`src/rtl/pb_pkg.sv`:
```
// ============================================================================
//  Module      : pb_pkg
//  Description : Shared FSM encoding, default constants and width helpers for
//                the push-button conditioning bank.
//  Revision    : 1.0 - initial release
// ============================================================================
`default_nettype none

package pb_pkg;

   typedef enum logic [1:0] {
      PB_IDLE = 2'd0,
      PB_HELD = 2'd1,
      PB_LONG = 2'd2
   } pb_state_e;

   localparam int PB_N_BTN_DEF         = 4;
   localparam int PB_DEB_CYCLES_DEF    = 16;
   localparam int PB_LONG_CYCLES_DEF   = 1000;
   localparam int PB_REPEAT_CYCLES_DEF = 200;
   localparam int PB_ACTIVE_LOW_DEF    = 0;
   localparam int PB_CNT_W_DEF         = 16;

   // Bits needed to hold 0 .. value-1 (never less than one bit).
   function automatic int pb_clog2(input int value);
      int width;
      width = 1;
      while ((1 << width) < value) width++;
      return width;
   endfunction

   function automatic int pb_max3(input int a, input int b, input int c);
      int m;
      m = (a > b) ? a : b;
      return (m > c) ? m : c;
   endfunction

endpackage

`default_nettype wire

```
`src/rtl/pushbutton_bank_if.sv`:
```
// ============================================================================
//  Module      : pushbutton_bank_if
//  Description : Button pins and conditioned event outputs of the bank.
//  Revision    : 1.0 - initial release
// ============================================================================
`default_nettype none

interface pushbutton_bank_if #(
   parameter int N_BTN = pb_pkg::PB_N_BTN_DEF
);
   logic [N_BTN-1:0] pb_in;
   logic [N_BTN-1:0] pb_level;
   logic [N_BTN-1:0] press_pulse;
   logic [N_BTN-1:0] release_pulse;
   logic [N_BTN-1:0] long_pulse;
   logic             any_pressed;

   modport master (
      output pb_in,
      input  pb_level, press_pulse, release_pulse, long_pulse, any_pressed
   );

   modport slave (
      input  pb_in,
      output pb_level, press_pulse, release_pulse, long_pulse, any_pressed
   );
endinterface

`default_nettype wire

```
`src/rtl/pb_channel.sv`:
```
// ============================================================================
//  Module      : pb_channel
//  Description : One button channel: 2-FF synchroniser, debounce, press /
//                release pulses and IDLE/HELD/LONG long-press FSM.
//                Optional auto-repeat in LONG when PB_AUTOREPEAT_EN is defined.
//  Revision    : 1.0 - initial release
// ============================================================================
`default_nettype none

module pb_channel
   import pb_pkg::*;
#(
   parameter int DEB_CYCLES    = PB_DEB_CYCLES_DEF,
   parameter int LONG_CYCLES   = PB_LONG_CYCLES_DEF,
`ifdef PB_AUTOREPEAT_EN
   parameter int REPEAT_CYCLES = PB_REPEAT_CYCLES_DEF,
`endif
   parameter int ACTIVE_LOW    = PB_ACTIVE_LOW_DEF,
   parameter int CNT_W         = PB_CNT_W_DEF
) (
   input  logic clk,
   input  logic rst_n,
   input  logic pb_i,
   output logic level_o,
   output logic level_d_o,
   output logic press_o,
   output logic release_o,
   output logic long_o
);

   localparam int DEB_W = pb_clog2(DEB_CYCLES);

   logic             pb_raw;
   logic             sync1_q, sync2_q;
   logic [DEB_W-1:0] deb_cnt_q;
   logic             level_q, level_d;
   logic             press_q, release_q, long_q;
   pb_state_e        state_q;
   logic [CNT_W-1:0] hold_cnt_q;
   logic             mismatch, deb_done, rise, fall, rep_fire;

   assign pb_raw   = (ACTIVE_LOW != 0) ? ~pb_i : pb_i;
   assign mismatch = (sync2_q != level_q);
   assign deb_done = mismatch && (deb_cnt_q == DEB_W'(DEB_CYCLES - 1));
   assign rise     = deb_done && !level_q;
   assign fall     = deb_done &&  level_q;
   assign level_d  = level_q ^ deb_done;

`ifdef PB_AUTOREPEAT_EN
   logic [CNT_W-1:0] rep_cnt_q;

   // A release on the same edge suppresses the repeat pulse.
   assign rep_fire = (state_q == PB_LONG) && !fall &&
                     (rep_cnt_q == CNT_W'(REPEAT_CYCLES - 1));

   always_ff @(posedge clk or negedge rst_n) begin
      if (!rst_n) begin
         rep_cnt_q <= '0;
      end else if (state_q != PB_LONG || fall || rep_fire) begin
         rep_cnt_q <= '0;
      end else begin
         rep_cnt_q <= rep_cnt_q + CNT_W'(1);
      end
   end
`else
   assign rep_fire = 1'b0;
`endif

   always_ff @(posedge clk or negedge rst_n) begin
      if (!rst_n) begin
         sync1_q    <= 1'b0;
         sync2_q    <= 1'b0;
         deb_cnt_q  <= '0;
         level_q    <= 1'b0;
         press_q    <= 1'b0;
         release_q  <= 1'b0;
         long_q     <= 1'b0;
         state_q    <= PB_IDLE;
         hold_cnt_q <= '0;
      end else begin
         sync1_q   <= pb_raw;
         sync2_q   <= sync1_q;
         level_q   <= level_d;
         deb_cnt_q <= (mismatch && !deb_done) ? deb_cnt_q + DEB_W'(1) : '0;
         press_q   <= rise | rep_fire;
         release_q <= fall;
         long_q    <= 1'b0;

         // Release has priority over reaching the long-press terminal count.
         if (fall) begin
            state_q    <= PB_IDLE;
            hold_cnt_q <= '0;
         end else begin
            case (state_q)
               PB_IDLE: begin
                  if (rise) begin
                     state_q    <= PB_HELD;
                     hold_cnt_q <= '0;
                  end
               end
               PB_HELD: begin
                  if (hold_cnt_q == CNT_W'(LONG_CYCLES - 1)) begin
                     long_q  <= 1'b1;
                     state_q <= PB_LONG;
                  end else begin
                     hold_cnt_q <= hold_cnt_q + CNT_W'(1);
                  end
               end
               PB_LONG: begin
                  hold_cnt_q <= hold_cnt_q;
               end
               default: begin
                  state_q    <= PB_IDLE;
                  hold_cnt_q <= '0;
               end
            endcase
         end
      end
   end

   assign level_o   = level_q;
   assign level_d_o = level_d;
   assign press_o   = press_q;
   assign release_o = release_q;
   assign long_o    = long_q;

endmodule

`default_nettype wire

```
`src/rtl/pushbutton_bank.sv`:
```
// ============================================================================
//  Module      : pushbutton_bank
//  Description : N_BTN independent push-button conditioning channels plus a
//                registered any-pressed flag. Auto-repeat: PB_AUTOREPEAT_EN.
//  Revision    : 1.0 - initial release
// ============================================================================
`default_nettype none

module pushbutton_bank
   import pb_pkg::*;
#(
   parameter int N_BTN         = PB_N_BTN_DEF,
   parameter int DEB_CYCLES    = PB_DEB_CYCLES_DEF,
   parameter int LONG_CYCLES   = PB_LONG_CYCLES_DEF,
   parameter int REPEAT_CYCLES = PB_REPEAT_CYCLES_DEF,
   parameter int ACTIVE_LOW    = PB_ACTIVE_LOW_DEF,
   parameter int CNT_W         = PB_CNT_W_DEF
) (
   input  logic                  clk,
   input  logic                  rst_n,
   pushbutton_bank_if.slave      bus
);

   logic [N_BTN-1:0] level_d;
   logic             any_pressed_q;

   if (DEB_CYCLES < 2 || LONG_CYCLES <= DEB_CYCLES || REPEAT_CYCLES < 1 ||
       CNT_W < pb_clog2(pb_max3(DEB_CYCLES, LONG_CYCLES, REPEAT_CYCLES) + 1))
   begin : g_param_check
      $error("pushbutton_bank: invalid parameter combination");
   end

   for (genvar i = 0; i < N_BTN; i++) begin : g_chan
      pb_channel #(
         .DEB_CYCLES   (DEB_CYCLES),
         .LONG_CYCLES  (LONG_CYCLES),
`ifdef PB_AUTOREPEAT_EN
         .REPEAT_CYCLES(REPEAT_CYCLES),
`endif
         .ACTIVE_LOW   (ACTIVE_LOW),
         .CNT_W        (CNT_W)
      ) u_chan (
         .clk       (clk),
         .rst_n     (rst_n),
         .pb_i      (bus.pb_in[i]),
         .level_o   (bus.pb_level[i]),
         .level_d_o (level_d[i]),
         .press_o   (bus.press_pulse[i]),
         .release_o (bus.release_pulse[i]),
         .long_o    (bus.long_pulse[i])
      );
   end

   // Registered from the next-state levels so it tracks pb_level exactly.
   always_ff @(posedge clk or negedge rst_n) begin
      if (!rst_n) begin
         any_pressed_q <= 1'b0;
      end else begin
         any_pressed_q <= |level_d;
      end
   end

   assign bus.any_pressed = any_pressed_q;

endmodule

`default_nettype wire

```
`src/flat_wrapper.sv`:
```
// flat-port wrapper written by rule: the top's interface ports become plain ports
module pushbutton_bank_flat import pb_pkg::*;
#(
   parameter int N_BTN         = PB_N_BTN_DEF,
   parameter int DEB_CYCLES    = PB_DEB_CYCLES_DEF,
   parameter int LONG_CYCLES   = PB_LONG_CYCLES_DEF,
   parameter int REPEAT_CYCLES = PB_REPEAT_CYCLES_DEF,
   parameter int ACTIVE_LOW    = PB_ACTIVE_LOW_DEF,
   parameter int CNT_W         = PB_CNT_W_DEF
)
  (clk, rst_n, bus_pb_in, bus_pb_level, bus_press_pulse, bus_release_pulse, bus_long_pulse, bus_any_pressed);
  pushbutton_bank_if #(.N_BTN(N_BTN)) bus_i ();
  input  logic clk;
  input  logic rst_n;
  input wire logic [$bits(bus_i.pb_in)-1:0] bus_pb_in;
  output wire logic [$bits(bus_i.pb_level)-1:0] bus_pb_level;
  output wire logic [$bits(bus_i.press_pulse)-1:0] bus_press_pulse;
  output wire logic [$bits(bus_i.release_pulse)-1:0] bus_release_pulse;
  output wire logic [$bits(bus_i.long_pulse)-1:0] bus_long_pulse;
  output wire logic [$bits(bus_i.any_pressed)-1:0] bus_any_pressed;
  assign bus_i.pb_in = bus_pb_in;
  assign bus_pb_level = bus_i.pb_level;
  assign bus_press_pulse = bus_i.press_pulse;
  assign bus_release_pulse = bus_i.release_pulse;
  assign bus_long_pulse = bus_i.long_pulse;
  assign bus_any_pressed = bus_i.any_pressed;
  pushbutton_bank #(.N_BTN(N_BTN), .DEB_CYCLES(DEB_CYCLES), .LONG_CYCLES(LONG_CYCLES), .REPEAT_CYCLES(REPEAT_CYCLES), .ACTIVE_LOW(ACTIVE_LOW), .CNT_W(CNT_W)) u_core (.clk(clk), .rst_n(rst_n), .bus(bus_i));
endmodule
```
`config.mk`:
```
export PLATFORM = sky130hd
export DESIGN_NAME = pushbutton_bank_flat
export DESIGN_NICKNAME = d
export VERILOG_FILES = /design/src/rtl/pb_pkg.sv /design/src/rtl/pushbutton_bank_if.sv /design/src/rtl/pb_channel.sv /design/src/rtl/pushbutton_bank.sv /design/src/flat_wrapper.sv
export SDC_FILE = /design/constraint.sdc
export NUM_CORES = 1
export LEC_CHECK = 0
export CAP_MARGIN = 25
export CORE_MARGIN = 2
export CORE_UTILIZATION = 45
export DETAILED_ROUTE_END_ITERATION = 8
export PLACE_DENSITY = 0.68
export SYNTH_ARGS = -nofsm -noshare
export SYNTH_HDL_FRONTEND = slang
export SYNTH_HIERARCHICAL = 1
export SYNTH_SLANG_ARGS = --single-unit
export TNS_END_PERCENT = 50
```
`constraint.sdc`:
```
create_clock -name clk -period 3.1 [get_ports clk]
set_input_delay 0.31 -clock clk [delete_from_list [all_inputs] [get_ports clk]]
set_output_delay 0.31 -clock clk [all_outputs]
set_load 0.05 [all_outputs]
```
==> results of run 1 <==
[state kept, by name (all words and copies together), names as in the netlist]
| name | flops |
|---|---|
| u_core/g_chan.u_chan/sync2_q | 4 |
| u_core/g_chan.u_chan/hold_cnt_q | 64 |
| u_core/g_chan.u_chan/state_q | 8 |
| u_core/bus.any_pressed | 1 |
| u_core/g_chan.u_chan/level_o | 4 |
| u_core/g_chan.u_chan/deb_cnt_q | 16 |
| u_core/g_chan.u_chan/sync1_q | 4 |
| u_core/g_chan.u_chan/long_o | 4 |
| u_core/g_chan.u_chan/press_o | 4 |
| u_core/g_chan.u_chan/release_o | 4 |
[where the power goes]
part / total, mW / internal (mW) / leakage, nW / switching, mW
logic: 0.0753 / 0.0271 / 1.00 / 0.0482
clock network: 2.33 / 1.67 / 0.348 / 0.656
registers: 1.51 / 1.50 / 1.55 / 0.0160
[final timing paths]
| path | start | endpoint | slack (ns) | cells after the start |
|---|---|---|---|---|
| max | u_core/g_chan[1].u_chan/deb_cnt_q[0] | u_core/g_chan[1].u_chan/hold_cnt_q[5] | 0.90 | 5 |
| min | rst_n | u_core/g_chan[3].u_chan/hold_cnt_q[6] | -0.02 | 1 |
| max reg2reg | u_core/g_chan[1].u_chan/deb_cnt_q[0] | u_core/g_chan[1].u_chan/hold_cnt_q[5] | 0.90 | 5 |
| min reg2reg | u_core/g_chan[0].u_chan/sync1_q | u_core/g_chan[0].u_chan/sync2_q | 0.35 | 0 |
| max in group asynchronous | rst_n | u_core/g_chan[1].u_chan/hold_cnt_q[11] | 2.35 | 2 |
| min in group clk | bus_pb_in[0] | u_core/g_chan[0].u_chan/sync1_q | 0.34 | 1 |
[layout by cell type, fill, tap and decap left out, types with 5 or more instances in the layout]
| cell | Yosys | routed |
|---|---|---|
| and2_1 | 12 | 12 |
| or4_1 | 5 | 5 |
| a41oi_1 | 10 | 10 |
| nand2b_1 | 8 | 8 |
| nand2_1 | 46 | 46 |
| nor3_1 | 16 | 16 |
| ha_1 | 8 | 8 |
| nand4_1 | 10 | 10 |
| dfrtp_1 | 113 | 113 |
| clkbuf_16 | 0 | 17 |
| a21o_1 | 17 | 17 |
| clkdlybuf4s50_1 | 0 | 21 |
| xnor2_1 | 8 | 8 |
| o221ai_1 | 12 | 12 |
| a31oi_1 | 34 | 34 |
| a21oi_1 | 20 | 20 |
| nor2b_1 | 8 | 8 |
| o2bb2ai_1 | 8 | 8 |
| and4_1 | 18 | 18 |
| bufinv_16 | 0 | 7 |
| nand3_1 | 39 | 39 |
| inv_1 | 39 | 39 |
| o211ai_1 | 6 | 6 |
| o21ai_0 | 18 | 18 |
| nor3b_1 | 8 | 8 |
| nor2_1 | 23 | 23 |
| and3_1 | 9 | 9 |
[logic make-up (layout without fill, tap and decap cells)]
| family | Yosys count | after routing |
|---|---|---|
| and+or+nand+nor | 217 | 217 |
| AOI/OAI and AO/OA | 167 | 167 |
| DFF | 113 | 113 |
| buffers and inverters | 58 | 95 |
| xor gates and xnor gates | 12 | 12 |
| adders and majority gates | 8 | 8 |
| muxes | 4 | 4 |
[cells in the mapped netlist (5+ instances only)]
cell type  number  share of area [%]
nand2b_1        8               0.86
and4_1         18                2.7
ha_1            8                1.7
or4_1           5               0.64
nor2b_1         8               0.86
o21ai_0        18                1.5
o211ai_1        6               0.77
nand2_1        46                3.0
and2_1         12                1.3
a41oi_1        10                1.5
buf_2          14                1.2
o221ai_1       12                1.8
o2bb2ai_1       8                1.2
a31oi_1        34                3.6
dfrtp_1       113                 48
nor3_1         16                1.4
inv_1          39                2.5
a21oi_1        20                1.7
nor2_1         23                1.5
and3_1          9               0.96
xnor2_1         8                1.2
a21o_1         17                2.2
nor3b_1         8                1.0
nand4_1        10                1.1
nand3_1        39                3.3
[routing by layer]
| metal | track usage, % | share of wire, % | up-vias |
|---|---|---|---|
| met2 | 29.0 | 47 | 96 |
| met1 | 24.9 | 47 | 2247 |
| met3 | 4.89 | 4.0 | 16 |
| met4 | 7.38 | 1.6 | 0 |
| met5 | 0 | 0 | - |
| li1 | - | - | 2235 |
[per-stage QoR]
stage	util, %	hold WS [ns]	instances
after CTS	54.5	0.0172	788
after detailed placement	48.9	0.335	756
after global routing	54.5	0.0550	788
final	54.5	-0.0178	788
after floorplan	-	0.0144	579
after global placement	48.9	0.334	756
[final cells by class]
class	instances	area share (%)
tap	172	3.12
multi-input combinational	408	40.0
clock buffer	23	7.07
timing repair buffer	24	3.55
sequential	113	40.9
inverter	39	2.12
clock inverter	9	3.24
==> out/qor.csv, run 1 <==
stage,metric,value,unit
power,p_total,3.92,mW
detailed_routing,drt-pass1-iter-count,4,
logic_synthesis,synth_mux_area_share,0.684,%
detailed_routing,wire_per_inst,15.6,um
place,dp_slack,0.917,ns
cts,cts-root-buf,clkbuf_16,
cts,clkSinkCount,113,
logic_synthesis,syn-instance-count,579,
logic_synthesis,synth.avg_cell_area,10.1,um^2
logic_synthesis,syn_nets,593,
sta,setup_viol,0,
die,io_pins,23,
setup_path,crit_path_max_fanout,18,
sta,rsz0062_at_grt,false,
die,core_area,12700,um^2
detailed_routing,drtAntennaViolNets,0,
grt,grt_pass1_vias,4533,
sta,period_needed,2.20,ns
power,ir_drop,0.387,mV
grt,grt_pass1_wl,21400,um
power,p_per_area,567,nW/um^2
logic_synthesis,yosysWarnings,6,
cts,post_cts_resized,0,
cts,post_cts_buffers,0,
cts,cts_buffers,17,
final_layout,syn2layout_area_growth,18.0,%
setup_path,cp.required,3.42,ns
setup_path,crit_family,compound AO/OA/AOI/OAI gates,
cts,tritoncts,done,
cts,holdBufCountCts,0,
sta,period_share,70.8,%
die,rows,41,
logic_synthesis,synth_area,5850,um^2
run,drv_cap,0,
logic_synthesis,ys_ff_latch,113,
cts,clk_path_buf_depth,2,
logic_synthesis,synth_compound_area_share,21.5,%
final_layout,ff_latch_area,2830,um^2
detailed_routing,via_per_inst,5.83,
sta,final-max-slew-violation-count,0,
logic_synthesis,synth_edf_count,0,
final_layout,fillers,1113,
sta,worst_slack,0.904,ns
final_layout,multi_input_area,2760,um^2
place,dp_hpwl,8250,um
grt,antenna_found_initial,0,
final_layout,fin_nets,617,
setup_path,endpoint_kind,register,
cts,clk_pin_slew_worst_paths,0.05,ns
logic_synthesis,yosys.area_share.simple,21.5,%
logic_synthesis,synth.distinct_cells,47,
die,fp.dieH,118,um
sta,fin_tns_setup,0,ns
place,placed_area,6190,um^2
sta,fin_skew,0.00692,ns
setup_path,cp-start-kind,register,
logic_synthesis,ys.flop_type,dfrtp_1,
detailed_routing,wirelength,12300,um
cts,clock_latency,0.41,ns
sta,hold_violations,6,
grt,gr-total-overflow,0,
sta,hold_slack,-0.0178,ns
grt,track_usage,18.7,%
power,leakage,2.90,nW
hold_path,hp-class,primary input to async pin,
setup_path,slowest_stage,a21boi_2,
final_layout,diodes,0,
setup_path,path_buf_inv,0,
grt,grt_max_degree,62,
logic_synthesis,seq_area_frac_synth,48.3,%
cts,htreeDepth,4,
outcome,status,finished with violations,
detailed_routing,vias,4594,
logic_synthesis,yosys.area_share.adder,1.71,%
sta,worstMarginPinSlew,0.808,ns
logic_synthesis,synth-async-reset-ratio,100,%
setup_path,critical_path.max_stage_delay,0.63,ns
die,die_x,118,um
final_layout,fin_area,6910,um^2
detailed_routing,drt_iter0_drc,333,
place,routabilityCongestion,0.853,
detailed_routing,drc,0,
die,die_area,13900,um^2
setup_path,criticalPathCategory,register to register,
final_layout,drive_gt1_share,10.9,%
place,portBuffers,22,
sta,clock.fmax,455,MHz
sta,slew_headroom,46.1,%
setup_path,critPathArrivalTime,2.51,ns
logic_synthesis,synth_top_family_by_area,compound AO/OA/AOI/OAI gates,
logic_synthesis,yosys.area_share.xor_xnor,1.80,%
outcome,violations,negative hold slack,
setup_path,worstPathCellList,ha_1 -> and3_1 -> a21boi_2 -> nand2_1 -> o221ai_1,
die,start_util,46.2,%
Power figures use the tool's default switching activity.
==> inputs of run 2 (changes only) <==
==> constraint.sdc (replaced) <==
create_clock -name clk -period 2.15 [get_ports clk]
set_input_delay 0.215 -clock clk [delete_from_list [all_inputs] [get_ports clk]]
set_output_delay 0.215 -clock clk [all_outputs]
set_load 0.05 [all_outputs]
==> run 2 against run 1 <==
  * The run now ends clean
  * Combinational power increased by 45%
  * Worst hold slack improved by 0.26 ns
  * Cell count increased by 1.4%
  * Sequential share of layout area decreased by 0.27 points
  * Clock skew about the same
  * Sequential power increased by 44%
  * Maximum frequency increased by 10%
  * Die area unchanged
  * Setup slack got worse by 0.75 ns
  * First-iteration DRC count increased by 29%
  * Count of clock-buffer cells in the layout unchanged
  * Critical endpoint is now u_core/g_chan[1].u_chan/hold_cnt_q[4]
  * Highest routed layer unchanged
==> out/qor.csv, run 2 (same netlist as run 1, synthesis figures left out) <==
stage,metric,value,unit,change
detailed_routing,drt_iter0_drc,430,,+29%
final_layout,reg.largest.list,"u_core/g_chan.u_chan/hold_cnt_q (64), u_core/g_chan.u_chan/deb_cnt_q (16), u_core/g_chan.u_chan/state_q (8)",,
die,die_x,118,um,unchanged
setup_path,rr_startpoint,u_core/g_chan[1].u_chan/hold_cnt_q[0],,
detailed_routing,wirelength,12500,um,+2.1%
sta,worstMarginPinSlew,0.780,ns,-0.0285 ns
detailed_routing,drtAntennaViolNets,0,,unchanged
cts,cts-root-buf,clkbuf_16,,
setup_path,crit_path_max_fanout,15,,-3
die,start_util,46.2,%,unchanged
setup_path,cp.required,2.40,ns,-1.02 ns
cts,clock_latency,0.41,ns,about the same
power,p_per_area,783,nW/um^2,+38%
final_layout,syn2layout_area_growth,18.8,%,
detailed_routing,vias,4725,,+2.9%
power,power_switching,1.04,mW,+45%
grt,track_usage,19.0,%,+0.36 points
sta,worst_slack,0.153,ns,-0.751 ns
power,clock_power_share,58.0,%,-1.5 points
grt,grt_max_degree,114,,+84%
power,leakage,2.94,nW,+1.2%
final_layout,diodes,0,,unchanged
power,comb_power_share,2.0,%,about the same
die,fp.dieH,118,um,unchanged
sta,fin_tns_setup,0,ns,unchanged
final_layout,multi_input_area,2760,um^2,unchanged
final_layout,fillers,1127,,+1.3%
setup_path,r2r-end,u_core/g_chan[1].u_chan/hold_cnt_q[4],,
sta,period_needed,2.00,ns,-0.199 ns
grt,grt_pass1_wl,21500,um,+0.52%
power,ir_drop,0.633,mV,+64%
die,rows,41,,unchanged
die,core_area,12700,um^2,unchanged
final_layout,drive_gt1_share,12.4,%,+1.6 points
final_layout,layout_commonest_cell,dfrtp_1,,
grt,gr-total-overflow,0,,unchanged
sta,final-max-slew-violation-count,0,,unchanged
final_layout,largest_reg_flops,64,,unchanged
cts,cts_buffers,17,,unchanged
sta,clock.fmax,501,MHz,+10%
sta,period_share,92.9,%,+22 points
setup_path,critPathArrivalTime,2.25,ns,-0.26 ns
cts,clk_pin_slew_worst_paths,0.05,ns,about the same
setup_path,cp-startpoint,u_core/g_chan[1].u_chan/hold_cnt_q[0],,
sta,setup_viol,0,,unchanged
cts,htreeDepth,4,,unchanged
place,dp_hpwl,8160,um,-1.0%
power,pwr-share-seq,40.0,%,+1.4 points
hold_path,hp-class,primary input to register,,
die,die_area,13900,um^2,unchanged
setup_path,r2r_slack,0.15,ns,-0.75 ns
power,netSwitchingFraction,19.2,%,+0.79 points
sta,slew_headroom,48.0,%,+1.9 points
place,dp_slack,0.159,ns,-0.758 ns
setup_path,criticalPathCategory,register to register,,
detailed_routing,via_per_inst,5.91,,+1.4%
die,io_pins,23,,unchanged
sta,fin_skew,0.00678,ns,-0.000140 ns
sta,hold_violations,0,,-6
place,portBuffers,22,,unchanged
cts,clkSinkCount,113,,unchanged
setup_path,reg2regPathDepth,5,,unchanged
cts,tritoncts,done,,
outcome,status,completed,,
place,routabilityCongestion,0.848,,-0.57%
final_layout,regMostFlops,u_core/g_chan.u_chan/hold_cnt_q,,
detailed_routing,drt-pass1-iter-count,7,,+3
cts,clk_path_buf_depth,2,,unchanged
detailed_routing,drc,0,,unchanged
run,drv_cap,0,,unchanged
grt,antenna_found_initial,0,,unchanged
setup_path,endpoint_kind,register,,
grt,grt_pass1_vias,4560,,+0.60%
sta,rsz0062_at_grt,false,,
setup_path,crit_end,u_core/g_chan[1].u_chan/hold_cnt_q[4],,
power,p_int,4.40,mW,+38%
cts,post_cts_resized,0,,unchanged
final_layout,most-common-layout-cells,"113 x dfrtp_1, 46 x nand2_1, 39 x inv_1, 39 x nand3_1, 34 x a31oi_1",,
final_layout,fin_nets,628,,+1.8%
setup_path,cp-start-kind,register,,
detailed_routing,wire_per_inst,15.7,um,+0.66%
final_layout,ff_latch_area,2830,um^2,unchanged
-- run 2: final cells by class --
type                            instances  share of cell area (%)
Sequential cell                       113                    40.7
Timing Repair Buffer                   35                    4.75
Inverter                               39                    2.11
Clock buffer                           23                    7.16
Multi-Input combinational cell        408                    39.7
Tap cell                              172                    3.10
Clock inverter                          9                    2.52
-- run 2: metal layers --
metal,track usage [%],wire length [um]
met1,25.3,5890
met2,29.5,5980
met3,5.57,516
met4,7.23,147
met5,0,0
-- run 2: stage by stage --
stage,hold WS [ns],cell area [um^2],utilization [%],std cells,power [mW]
floorplan,-0.0806,5850,-,579,2.26
global placement,0.334,6270,49.5,766,2.32
detailed placement,0.335,6270,49.5,766,2.33
global route,0.228,6950,54.9,799,5.64
CTS,0.224,6950,54.9,799,5.51
finish,0.238,6950,54.9,799,5.45
-- run 2: worst min-delay path by stage --
stage                                      endpoint                       startpoint  cells past startpoint  slack [ns]
floorplan                    u_core/bus.any_pressed                            rst_n                      0       -0.08
global placement    u_core/g_chan[0].u_chan/sync2_q  u_core/g_chan[0].u_chan/sync1_q                      0        0.33
detailed placement  u_core/g_chan[0].u_chan/sync2_q  u_core/g_chan[0].u_chan/sync1_q                      0        0.33
global route        u_core/g_chan[1].u_chan/sync1_q                     bus_pb_in[1]                      1        0.23
finish              u_core/g_chan[0].u_chan/sync1_q                     bus_pb_in[0]                      1        0.24
CTS                 u_core/g_chan[0].u_chan/sync1_q                     bus_pb_in[0]                      1        0.22
-- run 2: repair_timing --
item / in CTS / in global routing
hold buffers: 1 / 0
buffers inserted: 0 / 0
endpoints found under the setup margin: 0 / 0
hold endpoints to repair: 113 / 0
-- run 2: worst max-delay path: stages, from the launching register on --
cell and delay, ns:
dfrtp_1 0.41, ha_1 0.26, and4bb_2 0.25, nand4_2 0.10, a2bb2oi_2 0.61, o221ai_1 0.21
-- run 2: power by group through the flow --
stage / Combinational [mW] / Clock [mW] / Sequential [mW]
after CTS: 0.114 / 3.21 / 2.18
after detailed placement: 0.112 / 0 / 2.22
final: 0.109 / 3.16 / 2.18
after floorplan: 0.0455 / 0 / 2.21
after global placement: 0.108 / 0 / 2.21
after global routing: 0.129 / 3.33 / 2.18
==> inputs of run 3 (changes only) <==
--- a/config.mk
+++ b/config.mk
@@ -9,6 +9,7 @@
 export CORE_MARGIN = 2
 export CORE_UTILIZATION = 45
 export DETAILED_ROUTE_END_ITERATION = 8
+export GPL_ROUTABILITY_DRIVEN = 0
 export PLACE_DENSITY = 0.68
 export SYNTH_ARGS = -nofsm -noshare
 export SYNTH_HDL_FRONTEND = slang
==> results of run 3 <==
No change in the layout: final DEF, timing and power equal those of run 2.
